--- config.mk ---
export PLATFORM = sky130hd
export DESIGN_NAME = requant_channel_sequencer
export DESIGN_NICKNAME = d
export VERILOG_FILES = /design/src/rtl/requant_seq_pkg.sv /design/src/rtl/requant_seq_watchdog.sv /design/src/rtl/requant_channel_sequencer.sv
export SDC_FILE = /design/constraint.sdc
export NUM_CORES = 1
export LEC_CHECK = 0
export ABC_AREA = 1
export CAP_MARGIN = 25
export CORE_MARGIN = 1.5
export CORE_UTILIZATION = 50
export CTS_BUF_LIST = sky130_fd_sc_hd__clkbuf_4 sky130_fd_sc_hd__clkbuf_8
export DETAILED_ROUTE_END_ITERATION = 7
export GPL_TIMING_DRIVEN = 0
export PLACE_DENSITY_LB_ADDON = 0.15
export SYNTH_ARGS = -nofsm -noshare
export SYNTH_HDL_FRONTEND = slang
export SYNTH_SLANG_ARGS = --single-unit
--- constraint.sdc ---
create_clock -name clk -period 7.6 [get_ports clk]
set_clock_uncertainty 0.2 [all_clocks]
set_input_delay 1.14 -clock clk [delete_from_list [all_inputs] [get_ports clk]]
set_output_delay 1.14 -clock clk [all_outputs]
set_load 0.01 [all_outputs]
--- src/rtl/requant_seq_pkg.sv ---
`default_nettype none
// +------------------------------------------------------------------+
// | requant_seq_pkg : state encoding and default widths for the      |
// |                   requantizer channel sequencer.   Rev 1.0       |
// +------------------------------------------------------------------+
package requant_seq_pkg;

  localparam int c_BW_DATA    = 32;
  localparam int c_BW_CH      = 16;
  localparam int c_PTAB_DEPTH = 256;
  localparam int c_BW_PINDEX  = 8;
  localparam int c_BW_TIMEOUT = 32;

  typedef logic [2:0] seq_state_t;

  localparam seq_state_t c_IDLE   = 3'd0;
  localparam seq_state_t c_FETCH  = 3'd1;
  localparam seq_state_t c_LATCH  = 3'd2;
  localparam seq_state_t c_LAUNCH = 3'd3;
  localparam seq_state_t c_WAIT   = 3'd4;
  localparam seq_state_t c_DRAIN  = 3'd5;
  localparam seq_state_t c_NEXT   = 3'd6;
  localparam seq_state_t c_DONE   = 3'd7;

endpackage
`default_nettype wire

--- src/rtl/requant_seq_watchdog.sv ---
`default_nettype none
// +------------------------------------------------------------------+
// | requant_seq_watchdog : clearable cycle counter that flags the    |
// |                        last allowed cycle of a bounded wait.     |
// | Rev 1.0                                                          |
// +------------------------------------------------------------------+
module requant_seq_watchdog #(
  parameter int BW_TIMEOUT = 32
) (
  input  logic                  clk,
  input  logic                  rstnn,
  input  logic                  clear,
  input  logic                  enable,
  input  logic [BW_TIMEOUT-1:0] limit,
  output logic                  expire
);

  logic [BW_TIMEOUT-1:0] r_count;

  always_ff @(posedge clk or negedge rstnn) begin
    if (!rstnn)      r_count <= '0;
    else if (clear)  r_count <= '0;
    else if (enable) r_count <= r_count + 1'b1;
  end

  // A zero limit disables expiry entirely.
  assign expire = enable && (limit != '0) && (r_count == limit - 1'b1);

endmodule
`default_nettype wire

--- src/rtl/requant_channel_sequencer.sv ---
`default_nettype none
// +------------------------------------------------------------------+
// | requant_channel_sequencer : walks the requantizer engine across  |
// |                             all output channels of a layer.      |
// | Rev 1.0                                                          |
// +------------------------------------------------------------------+
module requant_channel_sequencer
  import requant_seq_pkg::*;
#(
  parameter int BW_DATA    = c_BW_DATA,
  parameter int BW_CH      = c_BW_CH,
  parameter int PTAB_DEPTH = c_PTAB_DEPTH,
  parameter int BW_PINDEX  = c_BW_PINDEX,
  parameter int BW_TIMEOUT = c_BW_TIMEOUT
) (
  input  logic                  clk,
  input  logic                  rstnn,
  input  logic                  cfg_start,
  input  logic                  cfg_abort,
  input  logic [BW_CH-1:0]      cfg_num_channel,
  input  logic [BW_TIMEOUT-1:0] cfg_timeout,
  output logic                  ptab_renable,
  output logic [BW_PINDEX-1:0]  ptab_rindex,
  input  logic [BW_DATA-1:0]    ptab_rdata_m0,
  input  logic [BW_DATA-1:0]    ptab_rdata_shift,
  input  logic [BW_DATA-1:0]    ptab_rdata_bias,
  output logic                  eng_start,
  output logic [BW_CH-1:0]      eng_channel_idx,
  output logic [BW_DATA-1:0]    eng_m0,
  output logic [BW_DATA-1:0]    eng_shift,
  output logic [BW_DATA-1:0]    eng_bias,
  input  logic                  eng_end_flag,
  output logic                  busy,
  output logic                  done,
  output logic                  aborted,
  output logic                  err_cfg,
  output logic                  irq,
  output logic [BW_CH-1:0]      cur_channel
);

  // One extra bit so a table as deep as the channel range still compares correctly.
  localparam logic [BW_CH:0] c_PTAB_LIMIT = (BW_CH+1)'(PTAB_DEPTH);

  seq_state_t            r_state;
  logic [BW_CH-1:0]      r_channel;
  logic [BW_CH-1:0]      r_num_ch;
  logic [BW_TIMEOUT-1:0] r_timeout;

  logic             w_wd_clear;
  logic             w_wd_en;
  logic             w_wd_expire;
  logic             w_abort;
  logic             w_cfg_err;
  logic [BW_CH-1:0] w_ch_next;

  assign w_wd_clear  = (r_state == c_LAUNCH);
  assign w_wd_en     = (r_state == c_WAIT);
  assign w_cfg_err   = ({1'b0, cfg_num_channel} > c_PTAB_LIMIT);
  assign w_ch_next   = r_channel + 1'b1;
  // External abort outranks a same-cycle end_flag; timeout only fires while end_flag is low.
  assign w_abort     = (cfg_abort && (r_state != c_IDLE)) ||
                       ((r_state == c_WAIT) && !eng_end_flag && w_wd_expire);
  assign cur_channel = eng_channel_idx;

  requant_seq_watchdog #(
    .BW_TIMEOUT (BW_TIMEOUT)
  ) u_watchdog (
    .clk    (clk),
    .rstnn  (rstnn),
    .clear  (w_wd_clear),
    .enable (w_wd_en),
    .limit  (r_timeout),
    .expire (w_wd_expire)
  );

  always_ff @(posedge clk or negedge rstnn) begin
    if (!rstnn) begin
      r_state         <= c_IDLE;
      r_channel       <= '0;
      r_num_ch        <= '0;
      r_timeout       <= '0;
      ptab_renable    <= 1'b0;
      ptab_rindex     <= '0;
      eng_start       <= 1'b0;
      eng_channel_idx <= '0;
      eng_m0          <= '0;
      eng_shift       <= '0;
      eng_bias        <= '0;
      busy            <= 1'b0;
      done            <= 1'b0;
      aborted         <= 1'b0;
      err_cfg         <= 1'b0;
      irq             <= 1'b0;
    end else begin
      irq <= 1'b0;
      if (w_abort) begin
        eng_start    <= 1'b0;
        ptab_renable <= 1'b0;
        aborted      <= 1'b1;
        irq          <= 1'b1;
        busy         <= 1'b0;
        r_state      <= c_IDLE;
      end else begin
        case (r_state)
          c_IDLE: begin
            if (cfg_start) begin
              r_num_ch  <= cfg_num_channel;
              r_timeout <= cfg_timeout;
              r_channel <= '0;
              done      <= 1'b0;
              aborted   <= 1'b0;
              err_cfg   <= 1'b0;
              if (w_cfg_err) begin
                err_cfg <= 1'b1;
                irq     <= 1'b1;
              end else if (cfg_num_channel == '0) begin
                busy    <= 1'b1;
                r_state <= c_DONE;
              end else begin
                busy         <= 1'b1;
                ptab_renable <= 1'b1;
                ptab_rindex  <= '0;
                r_state      <= c_FETCH;
              end
            end
          end
          c_FETCH: begin
            ptab_renable <= 1'b0;
            r_state      <= c_LATCH;
          end
          c_LATCH: begin
            eng_m0          <= ptab_rdata_m0;
            eng_shift       <= ptab_rdata_shift;
            eng_bias        <= ptab_rdata_bias;
            eng_channel_idx <= r_channel;
            r_state         <= c_LAUNCH;
          end
          c_LAUNCH: begin
            // A stale end_flag from the previous run must clear before we start again.
            if (!eng_end_flag) begin
              eng_start <= 1'b1;
              r_state   <= c_WAIT;
            end
          end
          c_WAIT: begin
            if (eng_end_flag) begin
              eng_start <= 1'b0;
              r_state   <= c_DRAIN;
            end
          end
          c_DRAIN: begin
            if (!eng_end_flag) r_state <= c_NEXT;
          end
          c_NEXT: begin
            r_channel <= w_ch_next;
            if (w_ch_next == r_num_ch) begin
              r_state <= c_DONE;
            end else begin
              ptab_renable <= 1'b1;
              ptab_rindex  <= w_ch_next[BW_PINDEX-1:0];
              r_state      <= c_FETCH;
            end
          end
          c_DONE: begin
            done    <= 1'b1;
            irq     <= 1'b1;
            busy    <= 1'b0;
            r_state <= c_IDLE;
          end
          default: r_state <= c_IDLE;
        endcase
      end
    end
  end

endmodule
`default_nettype wire

==> qor.txt <==
Fmax = 298 MHz
Largest net degree at the start of global routing = 124
Post-CTS setup buffer count = 0
Final min period = 3.36 ns
Max transition margin = 44.5%
Tot Pwr = 0.00553 W
Outcome = complete, no violations
Met2 routed WL = 19200 µm
FP Rows = 56
Grt ovf = 0
CTS tree = built
First-pass DRT Iterations = 5
Crit-path max cell delay = 0.50 ns
Clock root buffer = clkbuf_8
Sequential share of power = 34.5%
Power Density = 346 nW/µm²
HP Class = reg -> reg
Final wirelength = 38500 µm
Syn Std Cell Area = 11800 µm²
R2R Path Start = r_channel[1]$_DFFE_PN0P_
Hold-fix buffers, CTS = 0
Core footprint = 23300 µm²
Max-cap viol count = 0
Post-cts resize count = 0
Final hold violations = 0
R2R cell count = 15
Wire per inst = 16.9 µm
Synth Area in Compound Gates = 5.60%
Metal-1 WL = 15400 µm
Commonest non-fill, non-tap cell in the layout = nand2_1
GPL Wtd Cong = 0.912
Nets = 2080
CP endpoint kind = register
Final WS setup = 4.24 ns
Detailed placement HPWL = 29700 µm
Antenna violations before repair = 0
WHS = 0.268 ns
Final Max Tran Viols = 0
Synth Instances = 1595
Worst-path cell chain = clkdlybuf4s50_1 -> inv_1 -> nand2_1 -> nor2_1 -> nand2_1 -> nor2_1 -> nand2_1 -> nor2_1 -> nand2_1 -> nor2_1 -> nand3_1 -> nor2_4 -> nor2_8 -> nand2_4 -> buf_2 -> o21ai_0
PortBufs = 291
Initial Util = 50.7%
Leakage = 7.70 nW
Clock Latency Late Sink = 0.55 ns
Final setup violation count = 0
Clock-pin slew on the worst setup and hold paths = 0.06 ns
Dpl ws = 3.70 ns
Xor/xnor cell area share of the yosys netlist = 2.15%
Asr flop ratio synth = 100%
Crit Reg-Reg Endpoint = ptab_rindex[4]$_DFFE_PN0P_
Vias per Instance = 5.17
Io pins = 292
Clock power frac = 21.1%
Library cells used by synthesis = 41
Post-synthesis mux area share = 0%
Int Pwr = 0.00329 W
DIE WIDTH = 157 µm
First-pass GRT wire length = 58800 µm
Vias in the first global route = 11000
Slew @ Worst Pin = 0.830 ns
Avg Inst Size Synth = 7.41 µm²
GRT Overall Usage = 30.9%
Via count = 11700
WL met3 = 2260 µm
CP max FO = 10
1st-iter DRT viols = 764
Final worst path period share = 44.2%
Synth warn = 0
Diode count = 0
Post-synthesis adder-cell area fraction = 0.423%
Critical path launch point type = input pin
Crit path from = eng_end_flag
Synth-to-layout area growth = 35.1%
CTS Buf Count = 38
Worst EP required = 7.83 ns
Layout cell share with drive strength beyond 1 = 6.71%
Net switching power = 0.00224 W
Seq/Total Area, Yosys = 47.8%
Main combinational cell family by area after synthesis = simple AND/OR/NAND/NOR gates
VDD IR max = 0.000236 V
Clock Tree Buf Depth = 3
RSZ-0062 raised after global routing = false
Number of synthesized register bits = 226
Comb pwr share = 44.4%
H-tree Lvls = 2
Final Core Density = 68.5%
Die Ht = 157 µm
Total clock sinks = 226
Syn Nets = 1748
Crit path to = cur_channel[0]$_DFFE_PN0P_
Critical path arrival = 3.59 ns
EDFF count, synth = 0
Setup TNS = 0 ns
Ys flop type = dfrtp_1
WS Path Type = in -> reg
Highest-count cells in the layout ignoring fill and taps = 600 x nand2_1, 290 x clkdlybuf4s50_1, 226 x dfrtp_1, 168 x nand3_1, 155 x nor2_1
Switch share = 40.5%
Post-DRT Antenna Nets = 0
Die area = 24600 µm²
Max layer used = met4
Slowest-stage cell, CP = clkdlybuf4s50_1
R2r setup slk = 4.37 ns
Simple-Gate Fraction of Synth Area = 35.6%
# DRC = 0
## synthesized netlist by cell type (3+ instances only)
cell      number  area [µm²]
a211oi_1       4        30.0
a21oi_1       21         105
a221oi_1       3        26.3
buf_1          8        30.0
buf_12         6         120
buf_2         19        95.1
buf_4         18         135
clkbuf_1      20        75.1
dfrtp_1      226        5660
ha_1           4        50.1
inv_1        137         514
nand2_1      600        2250
nand3_1      168         841
nand3b_1       7        52.6
nand4_1       31         194
nor2_1       155         582
nor2_2         4        25.0
nor2_4         6        67.6
nor3_1        17        85.1
nor4_1         4        25.0
o21ai_0       72         360
o21ai_1       10        50.1
o21bai_1       3        22.5
xnor2_1       11        96.3
xor2_1        18         158
## sequential cells by signal (all words and copies together) (netlist names)
register,flops
ptab_rindex,8
aborted,1
cur_channel,16
eng_shift,32
r_timeout,32
u_watchdog.r_count,32
eng_m0,32
ptab_renable,1
done,1
busy,1
r_state,3
r_channel,16
irq,1
eng_start,1
err_cfg,1
eng_bias,32
r_num_ch,16
## per-layer routing
layer	global-route usage (%)	vias up
met5	0	-
met4	13.8	0
met3	5.51	103
met2	54.3	397
met1	37.0	5504
li1	-	5739
## stage by stage
stage	cell area (µm²)	std cells
3_5_place_dp	15200	2206
6_report	16000	2272
5_1_grt	16000	2272
3_3_place_gp	15100	2205
4_1_cts	16000	2272
2_1_floorplan	11800	1595
## power groups by stage
| stage | Clock [W] | Sequential (W) | Combinational [W] |
|---|---|---|---|
| 2_1_floorplan | 0 | 0.00196 | 0.00126 |
| 3_3_place_gp | 0 | 0.00191 | 0.00239 |
| 3_5_place_dp | 0 | 0.00192 | 0.00245 |
| 4_1_cts | 0.00118 | 0.00190 | 0.00246 |
| 5_1_grt | 0.00123 | 0.00195 | 0.00271 |
| 6_report | 0.00117 | 0.00191 | 0.00246 |
## worst max-delay path: cells and delay by family
family | cells | cell delay (ns)
buf+inv | 3 | 0.90
simple gates | 12 | 1.43
compound gates | 1 | 0.11
## kinds of logic (layout without fill, tap and decap cells)
group / Yosys count / count (layout)
xor gates and xnor gates: 29 / 29
adders and majority gates: 4 / 4
buffers and inverters: 213 / 571
and+or+nand+nor: 1001 / 1001
AOI/OAI and AO/OA: 122 / 122
DFF: 226 / 226
## how the worst min path moves through the flow
stage	start	endpoint	slack, ns	depth (start not counted)
2_1_floorplan	r_num_ch[13]$_DFFE_PN0P_	r_num_ch[13]$_DFFE_PN0P_	0.26	2
3_3_place_gp	eng_shift[23]$_DFFE_PN0P_	eng_shift[23]$_DFFE_PN0P_	0.25	2
3_5_place_dp	eng_shift[11]$_DFFE_PN0P_	eng_shift[11]$_DFFE_PN0P_	0.26	2
4_1_cts	eng_bias[24]$_DFFE_PN0P_	eng_bias[24]$_DFFE_PN0P_	0.27	2
5_1_grt	eng_shift[25]$_DFFE_PN0P_	eng_shift[25]$_DFFE_PN0P_	0.29	2
6_report	eng_shift[31]$_DFFE_PN0P_	eng_shift[31]$_DFFE_PN0P_	0.27	2
## layout make-up
| cell class | instances | area (µm²) |
|---|---|---|
| repair buffers | 292 | 2950 |
| plain buffers | 72 | 467 |
| inverters | 141 | 529 |
| clock inverters | 8 | 72.6 |
| fillers | 1991 | 7350 |
| clock buffers | 58 | 736 |
| well taps | 319 | 399 |
| flip-flops and latches | 226 | 5660 |
| multi-input cells | 1156 | 5170 |
Power figures use the tool's default switching activity.
